$ cat src/rtl/countdown_timer.sv
// countdown_timer
//   mm:ss:cc countdown timer with a minutes/seconds preset, four debounced
//   active-low keys and six active-low seven-segment digit outputs.
//
// Parameters
//   TICK_DIV         clk cycles per 10 ms centisecond tick
//   DEBOUNCE_CYCLES  consecutive low cycles before a key press is accepted
//
// Ports
//   clk              system clock, rising-edge active
//   reset            asynchronous, active-high reset
//   key_start_pause  active-low key: start / pause / resume / acknowledge done
//   key_min_inc      active-low key: preset minutes +1 (IDLE only)
//   key_sec_inc      active-low key: preset seconds +1 (IDLE only)
//   key_clear        active-low key: back to IDLE with everything zeroed
//   hex5..hex0       active-low segments {g,f,e,d,c,b,a} for mm, ss, cc digits
//   led_run          high in RUN
//   led_done         high in DONE
//   fsm_state        current FSM state (IDLE=0, RUN=1, PAUSE=2, DONE=3)
//
// Key handshake: each key yields a one-cycle accept pulse; a pulse is consumed
// by the FSM on the same rising edge it is high, there is no back-pressure.
module countdown_timer #(
    parameter int TICK_DIV        = 500000,
    parameter int DEBOUNCE_CYCLES = 1000000
) (
    input  logic       clk,
    input  logic       reset,
    input  logic       key_start_pause,
    input  logic       key_min_inc,
    input  logic       key_sec_inc,
    input  logic       key_clear,
    output logic [6:0] hex0,
    output logic [6:0] hex1,
    output logic [6:0] hex2,
    output logic [6:0] hex3,
    output logic [6:0] hex4,
    output logic [6:0] hex5,
    output logic       led_run,
    output logic       led_done,
    output logic [1:0] fsm_state
);

    typedef enum logic [1:0] {
        IDLE  = 2'd0,
        RUN   = 2'd1,
        PAUSE = 2'd2,
        DONE  = 2'd3
    } state_t;

    // One spare count above DEBOUNCE_CYCLES so a held key parks past the
    // accept value and never pulses again.
    localparam int DB_W  = $clog2(DEBOUNCE_CYCLES + 2);
    localparam int DIV_W = (TICK_DIV > 1) ? $clog2(TICK_DIV) : 1;

    // ------------------------------------------------------------------
    // Debounce: bit 0 start/pause, 1 min_inc, 2 sec_inc, 3 clear
    // ------------------------------------------------------------------
    logic [3:0]      key_raw;
    logic [3:0]      key_pulse;
    logic [DB_W-1:0] db_cnt [4];

    assign key_raw = {key_clear, key_sec_inc, key_min_inc, key_start_pause};

    for (genvar k = 0; k < 4; k++) begin : g_db
        always_ff @(posedge clk or posedge reset) begin
            if (reset) begin
                db_cnt[k] <= '0;
            end else if (key_raw[k]) begin
                db_cnt[k] <= '0;
            end else if (db_cnt[k] != DB_W'(DEBOUNCE_CYCLES + 1)) begin
                db_cnt[k] <= db_cnt[k] + 1'b1;
            end
        end
        assign key_pulse[k] = (db_cnt[k] == DB_W'(DEBOUNCE_CYCLES));
    end

    logic start_p, min_p, sec_p, clear_p;
    assign start_p = key_pulse[0];
    assign min_p   = key_pulse[1];
    assign sec_p   = key_pulse[2];
    assign clear_p = key_pulse[3];

    // ------------------------------------------------------------------
    // BCD helpers
    // ------------------------------------------------------------------
    // Two-digit increment with 59 -> 00 wrap.
    function automatic logic [7:0] inc59(input logic [7:0] v);
        logic [7:0] r;
        if (v[3:0] == 4'd9) begin
            r[3:0] = 4'd0;
            r[7:4] = (v[7:4] == 4'd5) ? 4'd0 : v[7:4] + 4'd1;
        end else begin
            r[7:4] = v[7:4];
            r[3:0] = v[3:0] + 4'd1;
        end
        return r;
    endfunction

    // One-centisecond decrement of mm:ss:cc; tens of seconds and minutes
    // borrow to 5, every other digit to 9.
    function automatic logic [23:0] dec_cs(input logic [23:0] v);
        logic [23:0] r;
        logic        borrow;
        logic [3:0]  d;
        logic [3:0]  dmax;
        r      = v;
        borrow = 1'b1;
        for (int i = 0; i < 6; i++) begin
            d    = v[i*4 +: 4];
            dmax = (i == 3 || i == 5) ? 4'd5 : 4'd9;
            if (borrow) begin
                if (d == 4'd0) begin
                    d = dmax;
                end else begin
                    d      = d - 4'd1;
                    borrow = 1'b0;
                end
            end
            r[i*4 +: 4] = d;
        end
        return r;
    endfunction

    function automatic logic [6:0] seg7(input logic [3:0] d);
        case (d)
            4'd0:    return 7'b1000000;
            4'd1:    return 7'b1111001;
            4'd2:    return 7'b0100100;
            4'd3:    return 7'b0110000;
            4'd4:    return 7'b0011001;
            4'd5:    return 7'b0010010;
            4'd6:    return 7'b0000010;
            4'd7:    return 7'b1111000;
            4'd8:    return 7'b0000000;
            4'd9:    return 7'b0010000;
            default: return 7'b1111111;
        endcase
    endfunction

    // ------------------------------------------------------------------
    // FSM, preset, count and tick divider
    // ------------------------------------------------------------------
    state_t           state, state_n;
    logic [15:0]      preset, preset_n;   // mm:ss BCD
    logic [23:0]      count, count_n;     // mm:ss:cc BCD
    logic [DIV_W-1:0] div, div_n;
    logic             tick;

    always_ff @(posedge clk or posedge reset) begin
        if (reset) begin
            state  <= IDLE;
            preset <= '0;
            count  <= '0;
            div    <= '0;
        end else begin
            state  <= state_n;
            preset <= preset_n;
            count  <= count_n;
            div    <= div_n;
        end
    end

    always_comb begin
        state_n  = state;
        preset_n = preset;
        count_n  = count;
        div_n    = '0;
        tick     = 1'b0;

        if (clear_p) begin
            state_n  = IDLE;
            preset_n = '0;
        end else begin
            case (state)
                IDLE: begin
                    if (min_p) preset_n[15:8] = inc59(preset[15:8]);
                    if (sec_p) preset_n[7:0]  = inc59(preset[7:0]);
                    if (start_p && preset != 16'h0000) state_n = RUN;
                end
                RUN: begin
                    // A start pulse pauses and swallows a coincident tick.
                    if (start_p) begin
                        state_n = PAUSE;
                    end else begin
                        tick  = (div == DIV_W'(TICK_DIV - 1));
                        div_n = tick ? '0 : div + 1'b1;
                        if (tick) begin
                            count_n = dec_cs(count);
                            if (count_n == 24'h000000) state_n = DONE;
                        end
                    end
                end
                PAUSE: begin
                    if (start_p) state_n = RUN;
                end
                DONE: begin
                    count_n = '0;
                    if (start_p) state_n = IDLE;
                end
                default: state_n = IDLE;
            endcase
        end

        // The count mirrors the preset throughout IDLE, including the edge
        // that leaves IDLE, so RUN always starts from the shown value.
        if (state_n == IDLE || state == IDLE) count_n = {preset_n, 8'h00};
    end

    // ------------------------------------------------------------------
    // Outputs
    // ------------------------------------------------------------------
    assign hex5      = seg7(count[23:20]);
    assign hex4      = seg7(count[19:16]);
    assign hex3      = seg7(count[15:12]);
    assign hex2      = seg7(count[11:8]);
    assign hex1      = seg7(count[7:4]);
    assign hex0      = seg7(count[3:0]);
    assign led_run   = (state == RUN);
    assign led_done  = (state == DONE);
    assign fsm_state = state;

endmodule

$ cat config.mk
export PLATFORM = sky130hd
export DESIGN_NAME = countdown_timer
export DESIGN_NICKNAME = d
export VERILOG_FILES = /design/src/rtl/countdown_timer.sv
export SDC_FILE = /design/constraint.sdc
export NUM_CORES = 1
export LEC_CHECK = 0
export BUFFER_PORTS_ARGS = -buffer_cell sky130_fd_sc_hd__buf_2
export CAP_MARGIN = 20
export CORE_ASPECT_RATIO = 0.75
export CORE_UTILIZATION = 40
export DETAILED_ROUTE_END_ITERATION = 10
export GPL_TIMING_DRIVEN = 0
export PLACE_DENSITY_LB_ADDON = 0.12
export SLEW_MARGIN = 15
export SYNTH_ARGS = -nofsm -noshare
export SYNTH_HDL_FRONTEND = slang
export SYNTH_SLANG_ARGS = --single-unit
$ cat constraint.sdc
create_clock -name clk -period 4.9 [get_ports clk]
set_input_delay 0.735 -clock clk [delete_from_list [all_inputs] [get_ports clk]]
set_output_delay 0.735 -clock clk [all_outputs]
set_load 0.01 [all_outputs]
==> metrics.md <==
| Metric | Value |
|---|---|
| Min Tclk post-route | 3.530 ns |
| Die Span Y | 132.8 µm |
| Post-DP Area | 9764 µm² |
| Ant diodes | 0 |
| Kind of critical path | flop to flop |
| DR vias/cell | 5.425 |
| Routed length on met1 | ~13000 µm |
| FF+latch count, synth | 141 |
| Worst-path cell chain | inv_1 -> ha_1 -> nor3b_4 -> and4_4 -> nand3_1 -> a2111oi_0 -> or4b_1 -> o21ai_1 |
| Total track usage | between 20 and 25% |
| RSZ-0062 raised after global routing | false |
| Max layer used | met4 |
| Final WL | approximately 23000 µm |
| CP bufs+invs | 1 |
| Initial antenna violation count | 0 |
| Skew final | between 0.01 and 0.015 ns |
| CP startpoint kind | flop |
| DRC | 0 |
| Top cells by area, synth | dfrtp_1, ha_1, nor2_1 |
| Count of cells resized by post-cts repair | 0 |
| IO buf count | 47 |
| Met2 wire length | 8542 µm |
| I/O Pins | 52 |
| Finished Core Util | about 47% |
| DIE WIDTH | 176.4 µm |
| CP Capture Type | flop |
| Number of cells on the critical path | 8 |
| Clock latency on the worst-skew pair | 0.43 ns |
| Power Total | approximately 2.6 mW |
| Req. time, crit path | 5.25 ns |
| Post-synthesis cell type count | 69 |
| WP data arrival | 3.88 ns |
| Clock buffer depth | 2 |
| Highest clock rate | 283.3 MHz |
| CORE AREA | 22230 µm² |
| Seq/Total Area, Yosys | 38.66% |
| CTS buffer count | 17 |
| Gr ovfl total | 0 |
| Via count | 7774 |
| Initial Util | 41.06% |
| FP Rows | 47 |
| Post-synth EDFFs | 0 |
| Pre-CTS setup slack | 1.599 ns |
| Nets | 1186 |
| First-pass GRT wire length | 38300 µm |
| Wire length per cell | between 15 and 20 µm |
| Slew at the pin closest to its max-slew limit | 1.003 ns |
| Main flop type after synthesis | dfrtp_1 |
| Post-route ant nets | 0 |
| Die area | 23430 µm² |
| CTS tree | built |
| Clk slew on worst S/H paths | around 0.07 ns |
| Setup-failing EPs final | 0 |
| Post-route setup slack | 1.370 ns |
| Yosys top cell area share | between 30 and 40% |
| Post-synth top cells | nor2_1, dfrtp_1, nand2_1 |
| Sum Neg Setup Slack | 0 ns |
| Syn nets | 1119 |
| Worst min path class | input pin to async pin |
| Delay-heaviest family, CP | simple AND/OR/NAND/NOR gates |
| Iteration count of the initial detailed-routing pass | 5 |
| Cell taking the most area after synthesis | dfrtp_1 |
| R2R depth | 8 |
| CP peak stage delay | 0.91 ns |
| Worst slew margin | 31.43% |
| Worst vdd ir | 201.9 µV |
| Post-CTS Setup Bufs | 0 |
| Max cap viols | 0 |
| Worst-path maximum fanout | 10 |
| Layout cells sized above 1 | 10.01% |
| Leakage power | 4.419 nW |
| Top-count cell post-synth | nor2_1 |
| Final hold vios | 0 |
| Gate count after technology mapping | 1060 |
| Max Slew Vio Count | 0 |
| Mapped Area | 9126 µm² |
| Largest net degree at the start of global routing | 106 |
| Vias in the first global route | approximately 7000 |
| Pwr/cell area | 254.3 nW/µm² |
| HPWL Detailed | 16620 µm |
| Slowest library cell on the worst path | a2111oi_0 |
| Outcome | completed |
| Fin crit share | a little over 70% |
| TritonCTS Sinks | roughly 140 |
| CTS root buffer | clkbuf_16 |
| Fin area | 10380 µm² |
| Avg Cell Area, Syn | about 8.6 µm² |
| Synth async-reset ratio | between 90% and 100% |
| Htree depth | 4 |
| DR iter-0 viols | 651 |
| Ys Warns | 0 |
| Area Overhead vs Synth | 13.78% |
| Met3 wire len | 1354 µm |
| Final GP Congestion | 0.8495 |
| Hold buffer count at CTS | 0 |
-- metrics by stage --
step | hold WS [ns] | instances
2_1_floorplan | 0.4474 | 1060
3_3_place_gp | 0.4762 | 1401
3_5_place_dp | 0.4803 | 1402
4_1_cts | 0.2802 | 1433
5_1_grt | 0.2896 | 1433
6_report | 0.2855 | 1433
-- kinds of logic (layout without fill, tap and decap cells) --
kind of cell	after synthesis	count (layout)	synth area share (%)
AOI/OAI and AO/OA	200	200	13.50
buffers and inverters	90	169	3.852
DFF	141	141	38.66
xor gates and xnor gates	84	84	8.061
adders and majority gates	53	53	7.266
and+or+nand+nor	476	476	26.83
muxes	16	16	1.823
-- where the power goes --
| part | switching, mW | leakage [nW] | internal (mW) |
|---|---|---|---|
| clock | 0.535 | 0.299 | 0.851 |
| sequential | 0.0116 | 1.96 | 1.17 |
| combinational | 0.0514 | 2.16 | 0.0189 |
-- metal layers --
layer | global-route usage, % | vias to the layer above
li1 | - | 3887
met3 | 4.454 | 17
met1 | 34.16 | 3666
met2 | 25.96 | 204
met5 | 0 | -
met4 | 5.843 | 0
-- worst reg2reg max path: cells and delay by family, from the launching register on --
family / cells / cell delay (ns)
AND/OR/NAND/NOR: 4 / 1.44
AO/OA/AOI/OAI: 2 / 1.06
flip-flops: 1 / 0.45
adder cells (fa/ha/maj): 1 / 0.29
buffers and inverters: 1 / 0.21
-- cells in the final DEF (no fill, tap or decap), types with 4 or more instances in the layout --
cell | Yosys | layout
and3_1 | 17 | 17
nand3_1 | 51 | 51
ha_1 | 53 | 53
nand2_1 | 79 | 79
nand4_1 | 25 | 25
xor2_1 | 51 | 51
or2_2 | 8 | 8
o21a_1 | 9 | 9
nor2_1 | 158 | 158
nand4b_1 | 7 | 7
nor2b_1 | 8 | 8
and4_1 | 7 | 7
inv_1 | 51 | 50
o21ai_0 | 56 | 56
bufinv_16 | 0 | 4
clkbuf_1 | 29 | 29
clkbuf_16 | 0 | 17
a31oi_1 | 19 | 19
o211ai_1 | 7 | 7
nand3b_1 | 5 | 5
nor3b_1 | 4 | 4
dfrtp_1 | 141 | 141
xnor2_1 | 33 | 33
buf_2 | 8 | 55
and2_1 | 8 | 8
a21oi_1 | 66 | 66
mux2_2 | 5 | 5
mux2i_1 | 11 | 11
nand2b_1 | 6 | 6
nor4_1 | 12 | 12
nor4b_1 | 10 | 10
or3_1 | 24 | 24
a221o_1 | 6 | 6
or4_1 | 4 | 4
nor3_1 | 28 | 28
-- worst paths after layout --
path	start	endpoint	slack, ns
max	count[0]	fsm_state[1]	1.37
min	reset	db_cnt[66]	0.29
max reg2reg	count[0]	fsm_state[1]	1.37
min reg2reg	div[0]	div[0]	0.48
max in group asynchronous	reset	count[6]	3.81
min in group clk	div[0]	div[0]	0.48
-- final cells by class --
cell class | count | area (µm²)
Inverter | 52 | 202.7
Timing Repair Buffer | 48 | 262.8
Sequential cell | 141 | 3528
Clock inverter | 14 | 193.9
Buffer | 38 | 156.4
Multi-Input combinational cell | 829 | 5246
Tap cell | 294 | 367.9
Fill cell | 2204 | 11850
Clock buffer | 17 | 425.4
-- registers in the layout (all words and copies together), names as in the netlist --
name,count
div,19
preset,16
db_cnt,80
fsm_state,2
count,24
Power figures use the tool's default switching activity.
